$ cat src/rtl/pes_elevator_pkg.sv
// Shared types and helpers for the pes_elevator request scheduler.
package pes_elevator_pkg;
  localparam int DEF_NUM_FLOORS  = 8;
  localparam int DEF_DOOR_CYCLES = 4;
  localparam int MAX_FLOORS      = 32;

  typedef enum logic [1:0] {IDLE, SELECT, DISPATCH, DOOR} state_e;

  function automatic logic is_onehot(input logic [MAX_FLOORS-1:0] v);
    return $onehot(v);
  endfunction

  // Index of the highest set bit; only meaningful for a one-hot input.
  function automatic int onehot_to_index(input logic [MAX_FLOORS-1:0] v);
    int idx;
    idx = 0;
    for (int i = 0; i < MAX_FLOORS; i++)
      if (v[i]) idx = i;
    return idx;
  endfunction
endpackage

$ cat src/rtl/pes_scan_select.sv
// SCAN priority search: serve here, else nearest in travel direction, else nearest behind.
module pes_scan_select import pes_elevator_pkg::*; #(
  parameter int NUM_FLOORS = DEF_NUM_FLOORS,
  parameter int IW         = $clog2(NUM_FLOORS)
) (
  input  logic [NUM_FLOORS-1:0] pending,
  input  logic [IW-1:0]         cur_idx,
  input  logic                  dir_up,
  output logic                  hit_here,
  output logic [IW-1:0]         next_index,
  output logic                  next_valid,
  output logic                  next_dir
);
  logic          has_up, has_dn;
  logic [IW-1:0] up_idx, dn_idx;

  always_comb begin
    has_up = 1'b0;
    has_dn = 1'b0;
    up_idx = '0;
    dn_idx = '0;
    // Descending scan leaves the lowest index above; ascending leaves the highest below.
    for (int i = NUM_FLOORS - 1; i >= 0; i--)
      if (pending[i] && i > int'(cur_idx)) begin
        has_up = 1'b1;
        up_idx = IW'(i);
      end
    for (int i = 0; i < NUM_FLOORS; i++)
      if (pending[i] && i < int'(cur_idx)) begin
        has_dn = 1'b1;
        dn_idx = IW'(i);
      end
  end

  always_comb begin
    hit_here   = pending[cur_idx];
    next_valid = has_up || has_dn;
    next_dir   = dir_up;
    next_index = '0;
    if (dir_up) begin
      if (has_up) next_index = up_idx;
      else begin
        next_index = dn_idx;
        next_dir   = 1'b0;
      end
    end else begin
      if (has_dn) next_index = dn_idx;
      else begin
        next_index = up_idx;
        next_dir   = 1'b1;
      end
    end
  end
endmodule

$ cat src/rtl/pes_elevator_scheduler.sv
// Latches floor calls, picks targets by SCAN, dispatches one at a time and runs the door dwell.
module pes_elevator_scheduler import pes_elevator_pkg::*; #(
  parameter int NUM_FLOORS  = DEF_NUM_FLOORS,
  parameter int DOOR_CYCLES = DEF_DOOR_CYCLES
) (
  input  logic                  clk,
  input  logic                  reset,
  input  logic [NUM_FLOORS-1:0] call_req,
  input  logic [NUM_FLOORS-1:0] current_floor,
  input  logic                  move_done,
  input  logic                  over_weight,
  output logic [NUM_FLOORS-1:0] target_floor,
  output logic                  target_valid,
  output logic                  dir_up,
  output logic                  door_open,
  output logic                  weight_hold,
  output logic [NUM_FLOORS-1:0] pending,
  output logic                  fault
);
  localparam int            IW       = $clog2(NUM_FLOORS);
  localparam int            CW       = $clog2(DOOR_CYCLES + 1);
  localparam logic [CW-1:0] CNT_LOAD = CW'(DOOR_CYCLES - 1);

  state_e                  state, state_nxt;
  logic [NUM_FLOORS-1:0]   clr, target_nxt;
  logic                    dir_nxt;
  logic [CW-1:0]           cnt, cnt_nxt;
  logic                    cur_ok;
  logic [IW-1:0]           cur_idx, next_index;
  logic                    hit_here, next_valid, next_dir;

  assign cur_ok  = is_onehot(MAX_FLOORS'(current_floor));
  assign cur_idx = IW'(onehot_to_index(MAX_FLOORS'(current_floor)));

  pes_scan_select #(.NUM_FLOORS(NUM_FLOORS), .IW(IW)) u_scan (
    .pending    (pending),
    .cur_idx    (cur_idx),
    .dir_up     (dir_up),
    .hit_here   (hit_here),
    .next_index (next_index),
    .next_valid (next_valid),
    .next_dir   (next_dir)
  );

  always_ff @(posedge clk) begin
    if (reset) state <= IDLE;
    else       state <= state_nxt;
  end

  always_comb begin
    state_nxt  = state;
    clr        = '0;
    target_nxt = target_floor;
    dir_nxt    = dir_up;
    cnt_nxt    = cnt;
    case (state)
      IDLE: if (pending != '0 && cur_ok) state_nxt = SELECT;
      SELECT: begin
        if (hit_here) begin
          clr       = current_floor;
          cnt_nxt   = CNT_LOAD;
          state_nxt = DOOR;
        end else if (next_valid) begin
          target_nxt = NUM_FLOORS'(1) << next_index;
          dir_nxt    = next_dir;
          state_nxt  = DISPATCH;
        end else begin
          state_nxt = IDLE;
        end
      end
      DISPATCH: if (move_done) begin
        clr       = target_floor;
        cnt_nxt   = CNT_LOAD;
        state_nxt = DOOR;
      end
      DOOR: begin
        if (over_weight)     cnt_nxt = CNT_LOAD;
        else if (cnt == '0)  state_nxt = IDLE;
        else                 cnt_nxt = cnt - 1'b1;
      end
      default: state_nxt = IDLE;
    endcase
    // A bad floor reading now or last cycle parks the FSM; nothing is served or retargeted.
    if (fault || !cur_ok) begin
      state_nxt  = IDLE;
      clr        = '0;
      target_nxt = target_floor;
      dir_nxt    = dir_up;
    end
  end

  always_ff @(posedge clk) begin
    if (reset) begin
      pending      <= '0;
      target_floor <= '0;
      dir_up       <= 1'b1;
      cnt          <= '0;
      fault        <= 1'b0;
    end else begin
      pending      <= (pending | call_req) & ~clr;
      target_floor <= target_nxt;
      dir_up       <= dir_nxt;
      cnt          <= cnt_nxt;
      fault        <= !cur_ok;
    end
  end

  assign target_valid = (state == DISPATCH);
  assign door_open    = (state == DOOR);
  assign weight_hold  = door_open && over_weight;
endmodule

$ cat config.mk
export PLATFORM = sky130hd
export DESIGN_NAME = pes_elevator_scheduler
export DESIGN_NICKNAME = d
export VERILOG_FILES = /design/src/rtl/pes_elevator_pkg.sv /design/src/rtl/pes_scan_select.sv /design/src/rtl/pes_elevator_scheduler.sv
export SDC_FILE = /design/constraint.sdc
export NUM_CORES = 1
export LEC_CHECK = 0
export ABC_CLOCK_PERIOD_IN_PS = 5850
export BUFFER_PORTS_ARGS = -buffer_cell sky130_fd_sc_hd__buf_2
export CAP_MARGIN = 10
export CORE_MARGIN = 3
export CORE_UTILIZATION = 55
export CTS_CLUSTER_SIZE = 40
export DETAILED_ROUTE_END_ITERATION = 7
export PLACE_DENSITY_LB_ADDON = 0.05
export SYNTH_ARGS = -nofsm -noshare
export SYNTH_HDL_FRONTEND = slang
export SYNTH_SLANG_ARGS = --single-unit
$ cat constraint.sdc
create_clock -name clk -period 5.85 [get_ports clk]
set_input_delay 1.4625 -clock clk [delete_from_list [all_inputs] [get_ports clk]]
set_output_delay 1.4625 -clock clk [all_outputs]
set_load 0.03 [all_outputs]
Word level (Yosys, flattened, before mapping)
Cells that the tools add are included.

operators by class
  add/subtract/negate cells = 8
  order comparisons = 15
  eq/ne operators = 10
  shifts and indexed selects = 1
  multiplexer cells = 58
  bitwise logic cells = 5
  reductions and logical operators = 27

operators by type and width
  operator             count
  $mux 3               23
  $mux 8               3
  $mux 1               20
  $logic_and 1x1->1    16
  $mux 2               8
  $pmux 8 s2           1
  $gt 3x3->1 const A   4
  $reduce_and 4->1     3
  $lt 3x3->1 const A   3
  $pmux 3 s3           1
  $add 1x1->2          4
  $and 8x8->8          1
  $ne 2x2->1 const B   4
  $not 8->8            1
  $or 8x8->8           1
  $pmux 2 s4           1
  $reduce_bool 8->1    1
  $shl 1x3->8 const A  1
  $add 2x2->3          2
  $gt 2x3->1 const A   2
  $lt 1x3->1 const A   2
  $lt 2x3->1 const A   2
  $add 3x3->4          1
  $eq 2x2->1 const B   2
  other kinds (15)     17

storage, ports and cells
  flip-flop bits (word level) = 23
  bits of input ports = 20
  output and inout port bits = 21
  word-level logic and storage cells = 130

Logic depth before layout (Yosys ltp)
  depth after elaboration = 20
  mapped depth = 15
  gate-level depth less buffers = 15

Hierarchy
Synthesis repeated with hierarchy kept, for this count alone.

second synthesis, totals
  cell total of the unflattened synthesis = 239
  area total of the unflattened synthesis = 1931.9 µm²

modules (own cells, without submodules)
  module                  times used  cells an instance  area an instance (µm²)  seq. area each (µm²)
  pes_elevator_scheduler  1           165                1431.4                  460.4
  pes_scan_select         1           74                 500.5                   0.0

Worst setup path after synthesis
No wires, ideal clock.

  path type = input -> register
  start point = in current_floor[0]
  end point = reg with a tool-made name
  library setup time = 0.070 ns
  data arrival time = 5.087 ns
  required time = 5.780 ns
  slack = 0.693 ns
  stages = 15
  path buffers = 0
  path through = fa_1 > inv_1 > fa_1 > fa_1 > inv_1 > ha_1 > inv_1 > fa_1 > a211oi_1 > mux2i_1 > or3_1 > a222oi_1 > nand2_1 > or3_1 > a21oi_1

RTL lines
  element      RTL line                     text
  from (decl)  pes_elevator_scheduler.sv:9  input logic [NUM_FLOORS-1:0] current_floor,

==> results.cfg <==
[outcome]
status = complete, no violations

[logic_synthesis]
synth_area_mm2 = 0.00193
synth_xor_area_frac = 0
synth_nets = 264
synth_cell_types = 63
synth-adder-area-share = 0.106
ys.flop_type = dfxtp_1
synth-simple-area-share = 0.250
syn_area_per_cell_um2 = 8.40
ys_warn_count = 0
synth_top_family_by_area = compound AO/OA/AOI/OAI gates
synthArstFlopShare = 0
synth_mux_area_frac = 0.0285
ys_ff_latch = 23
synth_cells = 230
synth_edf_count = 0
synth_compound_area_frac = 0.315
yosysSeqAreaShare = 0.238

[cts]
cts_buffer_depth = 2
clock_latency_ns = 0.33
htree_levels = 1
cts_resized = 0
root_buffer = clkbuf_4
cts_buffers = 3
post_cts_buffers = 0
cts.hold.buffers_added = 0
cts_tree = done
clk_pin_slew_worst_paths_ns = 0.15
cts_sinks = 23

[floorplanning]
coreArea_mm2 = 0.00320
rows = 20
ioPinCount = 41
fp.dieW_um = 65.3
start_util = 0.604
die_y_um = 65.3
dieArea_mm2 = 0.00426

[finish]
drive_gt1_frac = 0.230
areaGrowthSynthToFinish_pct = 12.4
num-nets-final = 300
layout_common_cells = 40 x buf_2, 23 x dfxtp_1, 19 x nor2_1, 17 x inv_1, 14 x a211oi_1
antennaDiodeCount = 0
layout_commonest_cell = buf_2
fillers = 302

[timing]
tns_ns = 0
slew_headroom = 0.624
period_share = 0.882
maxSlewViolCount = 0
finalSetupViolCount = 0
tightest_slew_ns = 0.559
final-hold-violation-count = 0
min_period_ns = 5.16
fmax_mhz = 194
rsz0062_at_grt = no
fin_skew_ns = 0.00789
worst_slack_ns = 0.688

[detailed_routing]
dr.pass1.iters = 4
via_per_inst = 6.24
drt-initial-drc-count = 210
drc = 0
drt-total-wl_mm = 5.16
routedWlPerCell_um = 16.7
antenna_left = 0
dr_total_vias = 1929

[global_route]
antenna_found_initial = 0
met3_usage = 0.0342
grt_pass1_wl_mm = 8.34
track_usage = 0.254
grt_pass1_vias = 1761
met1_usage = 0.370
grt_max_degree = 16
grt_busiest_layer = met2
overflow = 0
grt_use_met2 = 0.378

[worst_setup_path]
r2r_end = target_floor[7]$_SDFFE_PP0P_
end_kind = register
crit_arrival_ns = 5.44
cp_max_fo = 3
startpoint_type = primary input
startpoint = current_floor[0]
r2r_slack_ns = 3.51
worstSetupPathType = in2reg
reg2regPathDepth = 6
critPathRequiredTime_ns = 6.13
regToRegStartpoint = pending[1]$_SDFF_PP0_

[run]
drv_cap = 0

[placement]
dp_slack_ns = 0.337
port_buffers = 40
dpl.hpwl_mm = 4.09
gp_congestion = 0.874

[pwr]
ir_worst_vdd_v = 0.000122
power-per-cell-area_mw_per_mm2 = 181
leakage_nw = 0.869

[worst_hold_path]
hold_depth = 1
hold_class = reg2reg
## layout make-up
class | count | area [µm²] | area share
Inverter | 18 | 67.6 | 0.0311
Multi-Input combinational cell | 179 | 1350 | 0.622
Timing Repair Buffer | 41 | 208 | 0.0956
Clock buffer | 3 | 22.5 | 0.0104
Tap cell | 44 | 55.1 | 0.0253
Clock inverter | 1 | 7.51 | 0.00346
Sequential cell | 23 | 460 | 0.212
## cells by family (layout without fill, tap and decap cells)
logic type      Yosys count  in the layout
mux                       5              5
simple gates             82             82
buf+inv                  28             63
fa+ha+maj                14             14
flops                    23             23
compound gates           78             78
## worst max-delay path: stages
cell      delay [ns]
buf_2           0.12
fa_1            0.53
inv_1           0.05
fa_1            0.49
fa_1            0.41
inv_1           0.07
ha_1            0.15
inv_1           0.05
fa_1            0.38
a211oi_1        0.23
mux2i_1         0.15
or3_1           0.40
a222oi_1        0.35
nand2_1         0.14
or3_1           0.32
a21oi_1         0.14
## cells in the mapped netlist (6+ instances only)
master	n	area, µm²
dfxtp_1	23	460
nor2_1	19	71.3
inv_1	17	63.8
a211oi_1	14	105
nand2_1	13	48.8
a22o_1	12	105
a21oi_1	11	55.1
ha_1	10	125
o21ai_0	9	45.0
and2_1	6	37.5
nand2b_1	6	37.5
nor3_1	6	30.0
## through the flow
step	cells	hold WS [ns]	util	power [W]	instance area, µm²
4_1_cts	309	0.493	0.678	0.000391	2170
3_3_place_gp	305	0.483	0.669	0.000311	2140
5_1_grt	309	0.506	0.678	0.000417	2170
2_1_floorplan	230	0.442	-	0.000274	1930
3_5_place_dp	305	0.472	0.669	0.000312	2140
6_report	309	0.492	0.678	0.000393	2170
## worst min-delay path by stage
stage | from | endpoint
after floorplan | cnt[0]$_SDFFE_PP0P_ | cnt[0]$_SDFFE_PP0P_
after global placement | cnt[0]$_SDFFE_PP0P_ | cnt[0]$_SDFFE_PP0P_
after detailed placement | cnt[0]$_SDFFE_PP0P_ | cnt[0]$_SDFFE_PP0P_
after CTS | cnt[0]$_SDFFE_PP0P_ | cnt[0]$_SDFFE_PP0P_
after global routing | cnt[0]$_SDFFE_PP0P_ | cnt[0]$_SDFFE_PP0P_
final | cnt[0]$_SDFFE_PP0P_ | cnt[0]$_SDFFE_PP0P_
## state kept, by name, indices dropped and copies added (netlist names), named ones only
register	count
cnt	3
dir_up	1
fault	1
pending	8
state	1
target_floor	8
## routing by layer
layer	share of wire	wire length, µm
met5	0	0
met4	0.023	117
met3	0.081	416
met2	0.43	2200
met1	0.47	2420
## where the power goes
| part | switching, W | internal, W |
|---|---|---|
| registers | 0.0000103 | 0.000163 |
| clock network | 0.0000559 | 0.0000262 |
| logic | 0.0000852 | 0.0000524 |
| total | 0.000151 | 0.000242 |
Note: power is estimated with default switching activity, not from simulation.
